==> src/rtl/eth_pkg.sv <==
// Shared types for the Ethernet receive slice: FSM states, FIFO entry layout,
// statistics counter type and small helpers.
package eth_pkg;

  typedef enum logic [1:0] {
    IDLE = 2'd0,
    RX   = 2'd1,
    DROP = 2'd2
  } rx_state_t;

  localparam int WORD_W    = 34;
  localparam int START_BIT = 32;
  localparam int END_BIT   = 33;

  typedef logic [15:0] cnt_t;

  function automatic cnt_t sat_inc(input cnt_t v);
    return (v == 16'hFFFF) ? v : v + 16'd1;
  endfunction

  function automatic logic [WORD_W-1:0] mk_word(input logic e, input logic s,
                                                input logic [31:0] d);
    logic [WORD_W-1:0] w;
    w            = '0;
    w[31:0]      = d;
    w[START_BIT] = s;
    w[END_BIT]   = e;
    return w;
  endfunction

endpackage

==> src/rtl/eth_rx_if.sv <==
// Port-side word stream plus ingress FIFO write port of one switch port.
//
// Stream: i_start marks the first word and i_end the last; every cycle from
// i_start through i_end carries a valid word and there is no backpressure.
// FIFO: wr_en is a one-cycle write strobe qualifying wr_data; fifo_free and
// full are status from the FIFO and are sampled, never handshaken.
interface eth_rx_if #(
  parameter int FIFO_AW = 6
) ();

  logic [31:0]              i_data;
  logic                     i_start;
  logic                     i_end;
  logic [FIFO_AW:0]         fifo_free;
  logic                     full;
  logic                     wr_en;
  logic [eth_pkg::WORD_W-1:0] wr_data;

  modport master (
    output i_data, i_start, i_end, fifo_free, full,
    input  wr_en, wr_data
  );

  modport slave (
    input  i_data, i_start, i_end, fifo_free, full,
    output wr_en, wr_data
  );

endinterface

==> src/rtl/eth_addr_match.sv <==
// Combinational lookup of a destination address in the port table; reports a
// hit and the lowest matching port index.
module eth_addr_match #(
  parameter int          NUM_PORTS = 2,
  parameter int          PIDX_W    = 1,
  parameter logic [31:0] PORT_ADDR [NUM_PORTS] = '{default: 32'h0}
) (
  input  logic [31:0]       addr,
  output logic              hit,
  output logic [PIDX_W-1:0] idx
);

  // Scan downward so the lowest matching index is the one left standing.
  always_comb begin
    hit = 1'b0;
    idx = '0;
    for (int i = NUM_PORTS - 1; i >= 0; i--) begin
      if (addr == PORT_ADDR[i]) begin
        hit = 1'b1;
        idx = PIDX_W'(i);
      end
    end
  end

endmodule

==> src/rtl/eth_rx.sv <==
// Ethernet receiver: admits whole packets into the ingress FIFO and terminates
// bad traffic cleanly. Statistics counters are built only with ETH_RX_STATS_EN.
module eth_rx
  import eth_pkg::*;
#(
  parameter int          NUM_PORTS     = 2,
  parameter logic [31:0] PORT_ADDR [NUM_PORTS] = '{default: 32'h0},
  parameter int          MAX_PKT_WORDS = 64,
  parameter int          FIFO_AW       = 6,
  parameter int          PIDX_W        = (NUM_PORTS > 1) ? $clog2(NUM_PORTS) : 1
) (
  input  logic              clk,
  input  logic              rstn,
  eth_rx_if.slave           bus,
  output logic              o_rx_busy,
  output logic [PIDX_W-1:0] o_dest_port,
  output cnt_t              pkt_cnt,
  output cnt_t              drop_cnt,
  output cnt_t              err_cnt,
  output rx_state_t         dbg_state
);

  localparam int CNT_W = $clog2(MAX_PKT_WORDS + 1);

  rx_state_t         state;
  logic [CNT_W-1:0]  word_cnt;
  logic              hit;
  logic [PIDX_W-1:0] hit_idx;
  logic [31:0]       free_ext;
  logic              room;
  logic              at_max;

  eth_addr_match #(
    .NUM_PORTS (NUM_PORTS),
    .PIDX_W    (PIDX_W),
    .PORT_ADDR (PORT_ADDR)
  ) u_match (
    .addr (bus.i_data),
    .hit  (hit),
    .idx  (hit_idx)
  );

  // Admission needs space for a full maximum-size packet plus one entry.
  assign free_ext  = {{(31 - FIFO_AW){1'b0}}, bus.fifo_free};
  assign room      = free_ext >= (32'(MAX_PKT_WORDS) + 32'd1);
  assign at_max    = (word_cnt == CNT_W'(MAX_PKT_WORDS - 1));
  assign dbg_state = state;

  always_ff @(posedge clk) begin
    if (!rstn) begin
      state       <= IDLE;
      bus.wr_en   <= 1'b0;
      bus.wr_data <= '0;
      o_rx_busy   <= 1'b0;
      o_dest_port <= '0;
      word_cnt    <= '0;
    end else begin
      bus.wr_en <= 1'b0;
      unique case (state)
        IDLE: begin
          if (bus.i_start && !bus.i_end) begin
            if (hit && room) begin
              state       <= RX;
              o_rx_busy   <= 1'b1;
              o_dest_port <= hit_idx;
              word_cnt    <= CNT_W'(1);
              bus.wr_en   <= !bus.full;
              bus.wr_data <= mk_word(1'b0, 1'b1, bus.i_data);
            end else begin
              state <= DROP;
            end
          end
        end
        RX: begin
          bus.wr_en <= !bus.full;
          word_cnt  <= word_cnt + CNT_W'(1);
          if (bus.i_start) begin
            // A new start means the old packet lost its end: close it here.
            bus.wr_data <= mk_word(1'b1, 1'b0, bus.i_data);
            o_rx_busy   <= 1'b0;
            state       <= bus.i_end ? IDLE : DROP;
          end else begin
            bus.wr_data <= mk_word(bus.i_end || at_max, 1'b0, bus.i_data);
            if (bus.i_end) begin
              state     <= IDLE;
              o_rx_busy <= 1'b0;
            end else if (at_max) begin
              state     <= DROP;
              o_rx_busy <= 1'b0;
            end
          end
        end
        DROP: begin
          if (bus.i_end) state <= IDLE;
        end
        default: state <= IDLE;
      endcase
    end
  end

`ifdef ETH_RX_STATS_EN
  logic pkt_inc;
  logic drop_inc;
  logic err_inc;

  always_comb begin
    pkt_inc  = 1'b0;
    drop_inc = 1'b0;
    err_inc  = 1'b0;
    case (state)
      IDLE: begin
        if (bus.i_start) begin
          if (bus.i_end || !hit || !room) drop_inc = 1'b1;
          else                            err_inc  = bus.full;
        end
      end
      RX: begin
        err_inc = bus.full || bus.i_start || (!bus.i_end && at_max);
        pkt_inc = bus.i_end && !bus.i_start;
      end
      default: ;
    endcase
  end

  always_ff @(posedge clk) begin
    if (!rstn) begin
      pkt_cnt  <= '0;
      drop_cnt <= '0;
      err_cnt  <= '0;
    end else begin
      if (pkt_inc)  pkt_cnt  <= sat_inc(pkt_cnt);
      if (drop_inc) drop_cnt <= sat_inc(drop_cnt);
      if (err_inc)  err_cnt  <= sat_inc(err_cnt);
    end
  end
`else
  assign pkt_cnt  = '0;
  assign drop_cnt = '0;
  assign err_cnt  = '0;
`endif

endmodule
==> src/flat_wrapper.sv <==
// flat-port wrapper written by rule: the top's interface ports become plain ports
module eth_rx_flat import eth_pkg::*;
#(
  parameter int          NUM_PORTS     = 2,
  parameter logic [31:0] PORT_ADDR [NUM_PORTS] = '{default: 32'h0},
  parameter int          MAX_PKT_WORDS = 64,
  parameter int          FIFO_AW       = 6,
  parameter int          PIDX_W        = (NUM_PORTS > 1) ? $clog2(NUM_PORTS) : 1
)
  (clk, rstn, o_rx_busy, o_dest_port, pkt_cnt, drop_cnt, err_cnt, dbg_state, bus_i_data, bus_i_start, bus_i_end, bus_fifo_free, bus_full, bus_wr_en, bus_wr_data);
  eth_rx_if #(.FIFO_AW(FIFO_AW)) bus_i ();
  input  logic clk;
  input  logic rstn;
  output logic o_rx_busy;
  output logic [PIDX_W-1:0] o_dest_port;
  output cnt_t pkt_cnt;
  output cnt_t drop_cnt;
  output cnt_t err_cnt;
  output rx_state_t dbg_state;
  input wire logic [$bits(bus_i.i_data)-1:0] bus_i_data;
  input wire logic [$bits(bus_i.i_start)-1:0] bus_i_start;
  input wire logic [$bits(bus_i.i_end)-1:0] bus_i_end;
  input wire logic [$bits(bus_i.fifo_free)-1:0] bus_fifo_free;
  input wire logic [$bits(bus_i.full)-1:0] bus_full;
  output wire logic [$bits(bus_i.wr_en)-1:0] bus_wr_en;
  output wire logic [$bits(bus_i.wr_data)-1:0] bus_wr_data;
  assign bus_i.i_data = bus_i_data;
  assign bus_i.i_start = bus_i_start;
  assign bus_i.i_end = bus_i_end;
  assign bus_i.fifo_free = bus_fifo_free;
  assign bus_i.full = bus_full;
  assign bus_wr_en = bus_i.wr_en;
  assign bus_wr_data = bus_i.wr_data;
  eth_rx #(.NUM_PORTS(NUM_PORTS), .PORT_ADDR(PORT_ADDR), .MAX_PKT_WORDS(MAX_PKT_WORDS), .FIFO_AW(FIFO_AW), .PIDX_W(PIDX_W)) u_core (.clk(clk), .rstn(rstn), .bus(bus_i), .o_rx_busy(o_rx_busy), .o_dest_port(o_dest_port), .pkt_cnt(pkt_cnt), .drop_cnt(drop_cnt), .err_cnt(err_cnt), .dbg_state(dbg_state));
endmodule
==> config.mk <==
export PLATFORM = sky130hd
export DESIGN_NAME = eth_rx_flat
export DESIGN_NICKNAME = d
export VERILOG_FILES = /design/src/rtl/eth_pkg.sv /design/src/rtl/eth_rx_if.sv /design/src/rtl/eth_addr_match.sv /design/src/rtl/eth_rx.sv /design/src/flat_wrapper.sv
export SDC_FILE = /design/constraint.sdc
export NUM_CORES = 1
export LEC_CHECK = 0
export CAP_MARGIN = 25
export CORE_MARGIN = 3
export CORE_UTILIZATION = 35
export DETAILED_ROUTE_END_ITERATION = 6
export PLACE_DENSITY = 0.76
export SLEW_MARGIN = 10
export SYNTH_ARGS = -nofsm -noshare
export SYNTH_HDL_FRONTEND = slang
export SYNTH_SLANG_ARGS = --single-unit
==> constraint.sdc <==
create_clock -name clk -period 2 [get_ports clk]
set_clock_uncertainty 0.05 [all_clocks]
set_input_delay 0.5 -clock clk [delete_from_list [all_inputs] [get_ports clk]]
set_output_delay 0.5 -clock clk [all_outputs]
set_load 0.05 [all_outputs]
==> run summary, run 1 <==
The flow ran to the end, but the final reports show violations. The final reports fail on setup timing. Standard-cell row count: 29.

The final non-filler cell area was 3340 sq um. The number of global-route vias before repair came out at 2,022. TritonCTS built the clock tree.

The number of violations of the max-capacitance limit was 0. For the count of endpoints failing hold in the final timing report, the log shows 0. The cell area after synthesis is 2390 sq um, and the worst setup slack after layout is -0.137 ns.

The largest net degree at the start of global routing is 48. The top cell type's share of synthesized area works out to 37.7%. Counting every instance in the synthesized netlist gives 276.

Clock input transition at the sequential cells of the worst setup and hold paths: 0.08 ns. For the worst IR drop on VDD, the log shows 0.267 mV. The worst setup path is launched from a primary input. In this run, synthesis inferred 0 flip-flops with an integrated enable. The floorplan step set the die height to 88.6 microns. The total of buffers placed on input and output ports was 81. Setup repair after global routing could not meet its margin everywhere.

The number of buffers and inverters on the critical path is 2. The count of cells along the worst hold path is 3. The tools report the initial antenna violation count as 0. Traced cell by cell, the critical path runs through clkdlybuf4s50_1 -> nor4_1 -> nand2_1 -> or4b_4 -> buf_6 -> or3_4 -> a221oi_2. At the end of routability-driven placement, the weighted congestion stood at 0.835. The critical path's top delay family was simple AND/OR/NAND/NOR gates. Global routing finished with a remaining overflow of 0.

For the remaining routing DRC violations, the log shows 0. In the synthesized netlist the async set-or-reset flop fraction comes to 0%. The later pin in the worst-skew pair is clocked with a latency of 0.30 ns.

For the vias after detailed routing, the log shows 2,118. The final number of setup-violating endpoints came out at 42. The total stage count of the critical path is 7, and the worst reg2reg path depth is 5. In the final routed layout, each cell accounts on average for 13.9 microns.

The total routing usage reported by global routing is 15.7%. The shortest period the worst path allows works out to 2.14 ns. The via-per-instance ratio works out to 4.67.

The class of the tightest hold or removal check was primary input to flop. The maximum root-to-sink buffer count is 2. OpenSTA, run right after detailed placement, puts the worst setup slack at -0.827 ns. Post-layout total power: 1.84 mW.

For the part of the power in the clock network, the log shows 31.1%. The tree built by TritonCTS fans out to 45 sinks. The cell type of the slowest stage on the worst timing path was or4b_4.

The end-of-flow core utilization is 51.5%. Data arrives at the worst endpoint at 2.31 ns. The number of different library cells in the post-synthesis netlist was 36.

The critical path in this run is classified as primary input to flop. Once the floorplan was initialized, standard cells occupied 36.8% of the core. By count the netlist is led by 74 x nand2_1, 49 x buf_4, 45 x dfxtp_1. Once detail routing completed, the nets flagged for antenna violations numbered 0. In this run, the combinational gates consume 20.1% of the power. Placed instance area: 3080 sq um.

The highest fanout seen on the critical path works out to 3. The largest single stage delay on the critical path is 0.50 ns. CTS built an H-tree with a depth of 2. The fraction of final layout cells with drive strength greater than 1 is 32.1%. Cell internal power was estimated by the tool at 1.25 mW. The number of top-level pins is 131, and the maximum clock rate is 468 MHz.

The most frequent cell after synthesis is nand2_1. The number of max-slew violations in the final report was 0. The area growth from synthesis to layout is 39.9%. At the worst endpoint, the required time is 2.17 ns. The standard cell core area came out at 6490 sq um.

The total inserted antenna cells is 0, and the half-perimeter wire length of the detailed placement result is 4.67 mm. The clock tree root buffer cell is clkbuf_8. For this run, the post-layout net count is 422.

In this run switching power makes up 31.9% of total power. The tools report the first-pass GRT wire length as 9.60 mm. For this design the static power due to leakage is 1.66 nW. The count of TritonRoute iterations in the first routing pass was 4. For the share of the yosys chip area belonging to registers, the log shows 37.7%.

In the synthesized netlist the dominant register cell turns out to be dfxtp_1. In this run the power density over the cells is 551 nW/um^2. Clock tree synthesis inserted a total of 5 buffers. The largest total area in the synthesized netlist belongs to dfxtp_1.

The total wire length after detailed routing is 6.32 mm, and the worst hold slack is 0.386 ns. Of the available clock period, the critical path in the final layout requires 107%. Synthesis inferred 45 register bits. The floorplan step set the die width to 88.6 microns. The area enclosed by the die boundary is 7850 sq um. Ranked by total cell area, the synthesized netlist is headed by dfxtp_1 38%, buf_4 15%, mux2i_1 13%. The post-synthesis area per instance works out to 8.65 sq um. The yosys synthesis warning count came out at 0. The endpoint kind of the worst setup timing path is a flop.

After the first detailed-routing iteration, the DRC count stood at 62. Of the total power, registers draw 48.8%. For this design the total switching power over the nets is 0.587 mW.
## path summary, 6_finish.rpt
path	from	end	slack [ns]
worst max-delay path	bus_fifo_free[5]	u_core.dbg_state[0]$_SDFFE_PN0P_	-0.14
worst max register to register	u_core.word_cnt[0]$_SDFFE_PN0P_	u_core.o_rx_busy$_SDFFE_PN0P_	0.13
worst min-delay path	bus_i_data[17]	u_core.bus.wr_data[17]$_SDFFE_PN0P_	0.39
worst min register to register	u_core.bus.wr_data[31]$_SDFFE_PN0P_	u_core.bus.wr_data[31]$_SDFFE_PN0P_	0.41
## registers in the layout (all words and copies together) (netlist names)
| register | cells |
|---|---|
| u_core.dbg_state | 2 |
| u_core.bus.wr_en | 1 |
| u_core.bus.wr_data | 34 |
| u_core.o_rx_busy | 1 |
| u_core.word_cnt | 7 |
## worst reg2reg max path: cells and delay by family (launching register included)
kind | cells | cell delay (ns)
flops | 1 | 0.34
compound gates | 2 | 0.55
fa+ha+maj | 1 | 0.24
simple gates | 2 | 0.60
## metal layers
metal  wire length [microns]  global-route usage, %  part of all wire (%)
met4                      41                   4.53                  0.65
met1                    2580                   18.5                    41
met3                     479                   4.19                   7.6
met2                    3220                   28.1                    51
met5                       0                      0                     0
## cells by family after synthesis
family	share of synthesized area [%]
AOI/OAI and AO/OA	7.07
xor gates and xnor gates	0.367
adders and majority gates	0.524
buffers and inverters	20.3
DFF	37.7
muxes	13.4
other	0.157
and+or+nand+nor	20.5
## cells in the final DEF (no fill, tap or decap), types with 8 or more instances in the layout
cell type,instances
buf_4,56
nand2_1,73
buf_2,14
mux2i_1,30
dfxtp_1,45
clkdlybuf4s50_1,9
a21oi_1,8
buf_6,11
conb_1,49
## timing repair
action	in CTS	in global routing
setup buffers	7	2
gates cloned	2	0
pin swaps	13	15
gates resized for setup	106	43
hold buffers	0	0
setup endpoints to repair	45	45
## power by group through the flow
stage / Sequential [mW] / Combinational (mW) / Clock (mW)
2_1_floorplan: 0.922 / 0.323 / 0
3_3_place_gp: 0.919 / 0.371 / 0
3_5_place_dp: 0.919 / 0.374 / 0
4_1_cts: 0.898 / 0.364 / 0.587
5_1_grt: 0.899 / 0.392 / 0.621
6_report: 0.898 / 0.370 / 0.572
## stage by stage
| step | setup TNS (ns) | cells |
|---|---|---|
| 3_3_place_gp | -30.87 | 439 |
| 6_report | -1.95 | 454 |
| 4_1_cts | -3.08 | 455 |
| 2_1_floorplan | -5.07 | 324 |
| 5_1_grt | -4.54 | 454 |
| 3_5_place_dp | -32.40 | 439 |
## cell type report
cell class	instances	area, sq um
tap	77	96.3
multi-input combinational	214	1340
sequential	45	901
inverter	3	11.3
timing repair buffer	108	907
fill	635	3150
clock buffer	7	86.3
Power figures use the tool's default switching activity.
==> run 2, diff against run 1 <==
--- a/config.mk
+++ b/config.mk
@@ -9,7 +9,7 @@
 export CORE_MARGIN = 3
 export CORE_UTILIZATION = 35
 export DETAILED_ROUTE_END_ITERATION = 6
-export PLACE_DENSITY = 0.76
+export PLACE_DENSITY_LB_ADDON = 0.05
 export SLEW_MARGIN = 10
 export SYNTH_ARGS = -nofsm -noshare
 export SYNTH_HDL_FRONTEND = slang
==> run 2 against run 1 <==
  * The flow still finishes with violations (setup timing)
  * Design area up 5.1%
  * First-iteration DRC count down 23%
  * Critical endpoint unchanged
  * Combinational power up 3%
  * Largest power group unchanged
==> run summary, run 2 (synthesized netlist as in run 1, its figures left out) <==
For the worst hold slack, the log shows 0.400 ns (+0.0134 ns). The number of global-route vias before repair is 1,952 (-3.5%). The final reports fail on setup timing. The tools report the count of endpoints failing hold in the final timing report as 0 (unchanged). The run gives 4.36 mm (-6.8%) as the half-perimeter wire length of the detailed placement result. The run gives 131 (unchanged) as the number of top-level pins.

Tracing the worst setup path back leads to its startpoint at bus_i_data[8]. In this run the worst hold path is classified as primary input to flop. The standard-cell row count is 29 (unchanged), and the remaining antenna violation count is 0 (unchanged). Clock tree root buffer cell: clkbuf_8.

The fraction of final layout cells with drive strength greater than 1 is 31.3% (-0.83 points). The total wire length after detailed routing came out at 6.11 mm (-3.3%). The maximum root-to-sink buffer count was 2 (unchanged). In this run the tightest slew margin relative to its limit is 66.1%. The startpoint of the lowest-slack hold path was bus_i_data[2]. The kind of critical path was primary input to flop.

The number of H-tree levels was 2 (unchanged). The routability congestion estimate from global placement is 0.811 (-2.9%), and the worst IR drop on VDD is 0.464 mV (+74%). The initial antenna violation count was 0 (unchanged); the clock input transition at the sequential cells of the worst setup and hold paths was 0.09 ns (about the same). The worst reg2reg path depth is 5 (unchanged), and the largest net degree at the start of global routing is 66 (+38%). The highest cell delay on the worst timing path came out at 0.56 ns (+0.06 ns). The final-stage net count was 431 (+2.1%). The flow ran to the end, but the final reports show violations. The layout filler cell count was 637 (+0.31%); the via-per-instance ratio was 4.49 (-3.7%).

The aggregate negative setup slack is -5.20 ns (-3.26 ns), and the clock latency reported for the late side of the worst-skew pair is 0.29 ns (about the same). The total of buffers placed on input and output ports is 81 (unchanged), and the number of buffers and inverters on the critical path is 2 (unchanged). The worst setup path is captured at a flop.

The area overhead of the layout relative to synthesis was 47.0%. Count of cells along the worst hold path: 3 (unchanged). The tools report the post-layout total power as 1.99 mW (+8.2%). Critical path arrival: 2.35 ns (+0.04 ns). Endpoint of the worst register-to-register path: u_core.o_rx_busy$_SDFFE_PN0P_. The final cell count without fillers is 464 (+2.2%), and the total clock buffers created by CTS is 5 (unchanged).

TritonCTS built the clock tree. The tools report the endpoint of the worst hold-timing path as u_core.bus.wr_data[2]$_SDFFE_PN0P_. The standard cell core area was 6490 sq um (unchanged).

The number of cells in the design after placement is 447 (+1.8%), and the wire length per cell is 13.2 microns (-5.4%). The clock sink count was 45 (unchanged). In the layout the commonest cells are 74 x nand2_1, 63 x buf_4, 49 x conb_1. The maximum clock rate came out at 458 MHz (-2.0%).

The tools report the number of violations reported at the end of detailed-routing iteration 0 as 48 (-23%). The total inserted antenna cells was 0 (unchanged); the number of max-slew violations in the final report was 0 (unchanged). For the leakage power, the log shows 1.75 nW (+5.5%). The initial core utilization was 36.8% (unchanged). Setup repair after global routing could not meet its margin everywhere. The cell type of the slowest stage on the worst timing path was or4b_4.

The total routing usage reported by global routing came out at 15.6% (-0.17 points). Broken down by cell family, the worst path's largest delay share belongs to simple AND/OR/NAND/NOR gates. The area enclosed by the die boundary was 7850 sq um (unchanged). The remaining routing DRC violations is 0 (unchanged).

Ranked by flip-flop count, first place goes to u_core.bus.wr_data. Walking the worst path, the cells encountered are clkdlybuf4s15_1 -> nor4_4 -> nand3_4 -> or4b_4 -> buf_6 -> or3_4 -> a221oi_2. The endpoint required time on the critical path was 2.17 ns (about the same); the number of flip-flops under the largest register name was 34 (unchanged).

For the number of violations of the max-capacitance limit, the log shows 0 (unchanged). STA classifies the critical path startpoint as a primary input. The total power divided by cell area is 567 nW/um^2 (+3.0%). The count of TritonRoute iterations in the first routing pass is 4 (unchanged), and the vias after detailed routing is 2,085 (-1.6%). The startpoint identified for the worst register-to-register timing path is u_core.word_cnt[0]$_SDFFE_PN0P_. The worst setup slack after layout is -0.182 ns (-0.0447 ns), and the portion of the clock cycle consumed by the worst path in the final layout is 109% (+2.2 points). For the pin with the worst max-slew slack, the measured transition is 0.507 ns. The shortest period the worst path allows came out at 2.18 ns (+0.0447 ns). The logs give 42 (unchanged) for the final number of setup-violating endpoints and 9.41 mm (-2.0%) for the first-pass GRT wire length. The internal reg-to-reg setup slack was 0.17 ns (+0.04 ns); the minimum setup slack after placement was -0.830 ns (-0.00371 ns). The total overflow reported by the global router was 0 (unchanged); the width of the die was 88.6 microns (unchanged). The most common cell after layout, fill and taps aside was nand2_1.

The highest fanout seen on the critical path came out at 3 (unchanged). The vertical die dimension works out to 88.6 microns (unchanged).
## run 2: worst register-to-register path: cells and delay by family, from the launching register on
kind            cells  cell delay (ns)
fa+ha+maj           1             0.23
simple gates        2             0.59
compound gates      2             0.53
flops               1             0.34
## run 2: worst max-delay path by stage
| stage | endpoint | cells past startpoint |
|---|---|---|
| final | u_core.dbg_state[0]$_SDFFE_PN0P_ | 7 |
| after global routing | u_core.dbg_state[0]$_SDFFE_PN0P_ | 8 |
| after CTS | u_core.bus.wr_data[21]$_SDFFE_PN0P_ | 9 |
| after detailed placement | u_core.bus.wr_data[21]$_SDFFE_PN0P_ | 8 |
| after global placement | u_core.dbg_state[0]$_SDFFE_PN0P_ | 6 |
| after floorplan | u_core.bus.wr_data[0]$_SDFFE_PN0P_ | 7 |
## run 2: report_power, final
group / switching [mW] / internal (mW)
sequential: 0.00248 / 0.896
clock: 0.304 / 0.408
combinational: 0.287 / 0.0951
## run 2: routing by layer
layer  GRT usage, %  vias up  routed length (microns)
met4           3.57        0                       23
met1           19.5      953                     2610
met5              0        -                        0
met3           4.47        2                      435
met2           26.5       82                     3050
li1               -     1048                        -
## run 2: repair_timing
| action | 4_1_cts | 5_1_grt |
|---|---|---|
| gates cloned | 4 | 0 |
| resized for setup | 99 | 25 |
| setup buffers | 3 | 3 |
| pin swaps | 14 | 14 |
| endpoints found under the setup margin | 45 | 43 |
| hold buffers | 0 | 0 |
## run 2: final cells by class
class                   instances  area [sq um]  area share [%]
clock buffers                   7          86.3            2.46
clock inverters                 1          30.0           0.855
inverters                       3          11.3           0.321
multi-input cells             214          1340            38.0
flip-flops and latches         45           901            25.7
well taps                      77          96.3            2.74
repair buffers                117          1050            29.9
## run 2: through the flow
stage / utilization [%] / area [sq um]
2_1_floorplan: - / 2590
3_3_place_gp: 48.7 / 3160
3_5_place_dp: 48.7 / 3160
4_1_cts: 53.1 / 3450
5_1_grt: 54.1 / 3510
6_report: 54.1 / 3510
